File: config.mk
export PLATFORM = sky130hd
export DESIGN_NAME = branch_predict_unit
export DESIGN_NICKNAME = d
export VERILOG_FILES = /design/src/rtl/branch_predict_unit.sv
export SDC_FILE = /design/constraint.sdc
export NUM_CORES = 2
export LEC_CHECK = 0
export CAP_MARGIN = 20
export CORE_AREA = 2 2 318 320
export CTS_CLUSTER_SIZE = 28
export DETAILED_ROUTE_END_ITERATION = 10
export DIE_AREA = 0 0 320 322
export GPL_TIMING_DRIVEN = 0
export HOLD_SLACK_MARGIN = 0.15
export PLACE_DENSITY = 0.73
export SLEW_MARGIN = 15
export SYNTH_ARGS = -nofsm -noshare
export SYNTH_HDL_FRONTEND = slang
export SYNTH_SLANG_ARGS = --single-unit
File: constraint.sdc
create_clock -name clk -period 6.81 [get_ports clk]
set_clock_uncertainty 0.05 [all_clocks]
set_input_delay 1.362 -clock clk [delete_from_list [all_inputs] [get_ports clk]]
set_output_delay 1.362 -clock clk [all_outputs]
set_load 0.02 [all_outputs]
File: src/rtl/branch_predict_unit.sv
// branch_predict_unit: direct-mapped BTB with 2-bit counters, execute-stage mispredict check and perf counters
// Ports: clk/reset_n (async active-low); f_pc -> pred_taken/pred_target (fetch lookup);
// x_* execute-stage resolution -> mispredict/redirect_pc; ctl_count/mis_count saturating stats.
module branch_predict_unit #(
    parameter int         XLEN     = 32,
    parameter int         ENTRIES  = 16,
    parameter logic [1:0] CTR_INIT = 2'b01
) (
    input  logic            clk,
    input  logic            reset_n,
    input  logic [XLEN-1:0] f_pc,
    output logic            pred_taken,
    output logic [XLEN-1:0] pred_target,
    input  logic            x_valid,
    input  logic [XLEN-1:0] x_pc,
    input  logic            x_is_branch,
    input  logic            x_is_jump,
    input  logic            x_taken,
    input  logic [XLEN-1:0] x_target,
    input  logic            x_pred_taken,
    input  logic [XLEN-1:0] x_pred_target,
    output logic            mispredict,
    output logic [XLEN-1:0] redirect_pc,
    output logic [31:0]     ctl_count,
    output logic [31:0]     mis_count
);
    localparam int IDXW = $clog2(ENTRIES);
    localparam int TAGW = XLEN - IDXW - 2;

    logic            r_valid  [ENTRIES];
    logic [TAGW-1:0] r_tag    [ENTRIES];
    logic [XLEN-1:0] r_target [ENTRIES];
    logic [1:0]      r_ctr    [ENTRIES];
    logic            r_jmp    [ENTRIES];
    logic [31:0]     r_ctl;
    logic [31:0]     r_mis;

    logic [IDXW-1:0] w_fidx, w_xidx;
    logic [TAGW-1:0] w_ftag, w_xtag;
    logic            w_fhit, w_xhit;
    logic            w_is_jmp, w_is_br, w_ctl, w_false_hit;
    logic [1:0]      w_ctr_cur, w_ctr_nxt;
    logic            w_unused;

    assign w_fidx   = f_pc[IDXW+1:2];
    assign w_ftag   = f_pc[XLEN-1:IDXW+2];
    assign w_xidx   = x_pc[IDXW+1:2];
    assign w_xtag   = x_pc[XLEN-1:IDXW+2];
    assign w_unused = &{1'b0, f_pc[1:0]};

    // Lookup reads current array contents only, so a same-cycle update is seen next cycle.
    assign w_fhit      = r_valid[w_fidx] && (r_tag[w_fidx] == w_ftag);
    assign pred_taken  = w_fhit && (r_jmp[w_fidx] || r_ctr[w_fidx][1]);
    assign pred_target = pred_taken ? r_target[w_fidx] : '0;

    // A set jump bit wins over the branch bit.
    assign w_is_jmp    = x_valid && x_is_jump;
    assign w_is_br     = x_valid && x_is_branch && !x_is_jump;
    assign w_ctl       = w_is_jmp || w_is_br;
    assign w_false_hit = x_valid && !x_is_branch && !x_is_jump && x_pred_taken;

    assign mispredict  = (w_ctl && ((x_pred_taken != x_taken) ||
                                    (x_taken && (x_pred_target != x_target)))) || w_false_hit;
    assign redirect_pc = !mispredict ? '0 : (w_ctl && x_taken) ? x_target : x_pc + XLEN'(4);

    assign w_xhit    = r_valid[w_xidx] && (r_tag[w_xidx] == w_xtag);
    assign w_ctr_cur = r_ctr[w_xidx];
    assign w_ctr_nxt = x_taken ? ((w_ctr_cur == 2'b11) ? 2'b11 : w_ctr_cur + 2'b01)
                               : ((w_ctr_cur == 2'b00) ? 2'b00 : w_ctr_cur - 2'b01);

    assign ctl_count = r_ctl;
    assign mis_count = r_mis;

    always_ff @(posedge clk or negedge reset_n) begin
        if (!reset_n) begin
            for (int i = 0; i < ENTRIES; i++) begin
                r_valid[i]  <= 1'b0;
                r_tag[i]    <= '0;
                r_target[i] <= '0;
                r_ctr[i]    <= CTR_INIT;
                r_jmp[i]    <= 1'b0;
            end
            r_ctl <= '0;
            r_mis <= '0;
        end else begin
            if (w_ctl && (r_ctl != '1))
                r_ctl <= r_ctl + 32'd1;
            if (mispredict && (r_mis != '1))
                r_mis <= r_mis + 32'd1;
            if (w_is_jmp) begin
                r_valid[w_xidx]  <= 1'b1;
                r_tag[w_xidx]    <= w_xtag;
                r_target[w_xidx] <= x_target;
                r_ctr[w_xidx]    <= 2'b11;
                r_jmp[w_xidx]    <= 1'b1;
            end else if (w_is_br && w_xhit) begin
                r_ctr[w_xidx] <= w_ctr_nxt;
                r_jmp[w_xidx] <= 1'b0;
                if (x_taken)
                    r_target[w_xidx] <= x_target;
            end else if (w_is_br && x_taken) begin
                r_valid[w_xidx]  <= 1'b1;
                r_tag[w_xidx]    <= w_xtag;
                r_target[w_xidx] <= x_target;
                r_ctr[w_xidx]    <= 2'b10;
                r_jmp[w_xidx]    <= 1'b0;
            end else if (w_false_hit) begin
                r_valid[w_xidx] <= 1'b0;
            end
        end
    end
endmodule
==> metrics.cfg <==
[clock_network]
cts_buffers=111
clock_latency_ps=740
clockBufferDepth=3
clkSinkCount=1056
clockRootBuffer=clkbuf_16
cts_tree=yes
cts.clk_slew.worst_paths_ps=60
cts-htree-levels=3

[worst_setup_path]
path_cells=clkdlybuf4s15_2, buf_6, buf_6, buf_8, nand2_2, nor2_4, nand2_1, nor2_2, and3_1, nor2b_2, nand3_2, xor2_1, a211oi_4, dlygate4sd2_1
crit_top_cell=buf_6
rrSetupSlack_ps=2420
critPathSlowestCell=a211oi_4
max_stage_delay_ps=420
required_ps=5400
critPathArrivalTime_ps=5420
startpoint_type=input port
end_kind=output pin
reg2reg_depth=11
r2r_start=r_tag[16]
reg2reg_to=r_ctr[11]
crit_fanout=10
critical_path_class=in2out

[synth]
synthAdderAreaFrac_pct=0.156
synth_xor_area_share_pct=2.90
avgSynthCellArea_um2=15.0
synthMuxAreaShare_pct=38.2
synth_simple_gate_area_share_pct=3.98
synth_nets=3769
ys_ff_latch=1056
ys.flop_type=dfrtp_1
async_reset_ff_share_pct=100
syn_inst=3628
synth-edff-count=0
netlist_area_um2=54400
synth_top_family_by_area=multiplexers
yosysSeqAreaShare_pct=48.6
synth_compound_gate_area_share_pct=2.91
yosys_warnings=0
synthDistinctLibCells=68

[die]
die_w_um=320
rows=116
die_h_um=322
die_area_um2=103000
core_um2=99600
start_util_pct=54.7
boundaryPins=265

[grt]
overflow=0
grt_usage_pct=34.6
antenna_found_initial=5
grt_max_degree=150
use_met3_pct=11.1
grt_pass1_vias=36300
globalRouteMet2Util_pct=49.4
grt_pass1_wl_um=256000
busiest_layer=met2
gr-usage-met1_pct=48.1

[power_and_ir_drop]
p_sw_uw=5260
power.share.switching_pct=27.3
fin_total_pwr_uw=19300
peakVddDrop_mv=0.245
powerDensity_nw_per_um2=306
power.leakage_uw=0.0273
combPwrFrac_pct=21.6
intPower_uw=14000
clockPowerShare_pct=34.0
seq_power_share_pct=44.4

[sta]
finalSetupTns_ps=-22.8
tightest_slew_ps=1270
drv_slew=0
timing.hold.ws_ps=423
fmax_mhz=146
setup_viol=2
hold_viol=0
slew_headroom_pct=15.3
fin_crit_ps=6830
timing.final.ws_setup_ps=-18.4
finalCritPeriodShare_pct=100

[finish]
area_delta_synth_final_pct=15.7
fin_nets=4126
layout_common_cells=dfrtp_1, mux2_2, mux4_2
multiInputGateArea_um2=26400
n_fill_cell=7374
drive_gt1_share_pct=42.6
final_common_cell=dfrtp_1
regArea_um2=26400

[routing]
vias=36200
wl_per_cell_um=32.9
first_pass_iters=6
dr.first_iter.drc_count=4210
viasPerCell=6.72
drc_errors=0
ant_nets=0
totalWireLength_um=177000

[worst_hold_path]
min_path_type=reg2reg
whs_path_depth=2
min_from=r_ctr[14]
min_to=r_ctr[14]

[placed_design]
gp_congestion=0.993
dp_hpwl_um=121000
port-buffer-count=222
dp_worst_setup_slack_ps=-3030

[status]
violations=negative setup slack
outcome=complete, but fails checks

[job]
cap_violations=0

[worst max-delay path by stage]
stage | from | end | cells past startpoint
finish | x_pc[3] | redirect_pc[31] | 14
global route | x_pc[3] | redirect_pc[31] | 14
CTS | f_pc[4] | pred_target[1] | 10
detailed placement | x_pc[5] | redirect_pc[31] | 15
global placement | reset_n | r_target[115] | 1
floorplan | f_pc[2] | pred_target[10] | 10
[state kept, by name (all words and copies together) (netlist names), named ones only]
signal and cells:
r_target 512, r_tag 416, mis_count 32, ctl_count 32, r_ctr 32
[power by group through the flow]
stage,Clock (uW),Sequential [uW],Combinational [uW]
3_3_place_gp,0,8630,3950
4_1_cts,6560,8520,4130
6_report,6550,8570,4170
2_1_floorplan,0,8340,2980
5_1_grt,6860,8700,4380
3_5_place_dp,0,8610,4080
[timing repair]
item,in CTS,in global routing
setup buffers,2,0
endpoints found under the hold margin,0,0
gates resized for setup,141,31
setup endpoints to repair,60,42
pin swaps,6,0
hold buffers,0,0
[cell usage after synthesis, types with 4 or more instances]
cell          n  share of area (%)
nand4_1      36               0.41
ha_1          6               0.14
a21oi_1       9              0.083
buf_2        30               0.28
o21ai_0      54               0.50
o21ai_1       5              0.046
buf_6        26               0.54
nand2_2       9               0.10
dfstp_2      16               0.77
xor2_1       54               0.87
clkbuf_1    232                1.6
mux2_2      725                 15
dfrtp_1    1040                 48
a22oi_1      26               0.36
nor4_1        7              0.080
xnor2_1     126                2.0
and3_1       33               0.38
a211oi_1     34               0.47
and2_1        9               0.10
nand2_1      79               0.54
buf_4        21               0.29
nand3_1      35               0.32
nor2_8       10               0.37
and4_1        9               0.14
mux2_4      200                5.5
mux2_1       11               0.23
buf_1        35               0.24
o21a_1       19               0.26
inv_1        26               0.18
a2bb2oi_1    15               0.24
mux4_2      385                 16
nor3_1       12               0.11
a221oi_1     11               0.18
and2_0       11               0.13
o31ai_1      16               0.22
mux2i_1      74                1.4
o22ai_1      16               0.18
nor2_4        4              0.083
nor2_1       68               0.47
nor2b_1      44               0.51
[routing by layer]
metal	vias to the layer above	part of all wire, %
met5	-	0.17
met4	8	5.6
met3	520	11
met2	2099	43
met1	19200	40
li1	14300	-
[worst max-delay path: cells and delay by family]
kind / cells / cell delay, ps
AO/OA/AOI/OAI: 1 / 420
XOR/XNOR: 1 / 270
buffers and inverters: 5 / 1600
AND/OR/NAND/NOR: 7 / 1730
[cells by family after synthesis]
group / after synthesis
adders and majority gates: 7
and+or+nand+nor: 383
xor gates and xnor gates: 180
AOI/OAI and AO/OA: 227
DFF: 1056
buffers and inverters: 377
muxes: 1398
[area by class of cell]
| cell class | count | share of cell area (%) |
|---|---|---|
| antenna | 5 | 0.0199 |
| buffer | 345 | 2.98 |
| clock buffer | 156 | 5.14 |
| clock inverter | 48 | 1.08 |
| inverter | 28 | 0.167 |
| multi-input combinational | 2195 | 41.8 |
| sequential | 1056 | 42.0 |
| tap | 1298 | 2.58 |
| timing repair buffer | 248 | 4.22 |
[stage by stage]
step | cell area, um2 | instances | util [%]
after floorplan | 54400 | 3628 | -
after global placement | 58300 | 5148 | 58.5
after detailed placement | 58700 | 5171 | 58.9
after CTS | 62900 | 5374 | 63.2
after global routing | 63000 | 5375 | 63.3
final | 63000 | 5379 | 63.3
(Power assumes the default switching activity.)
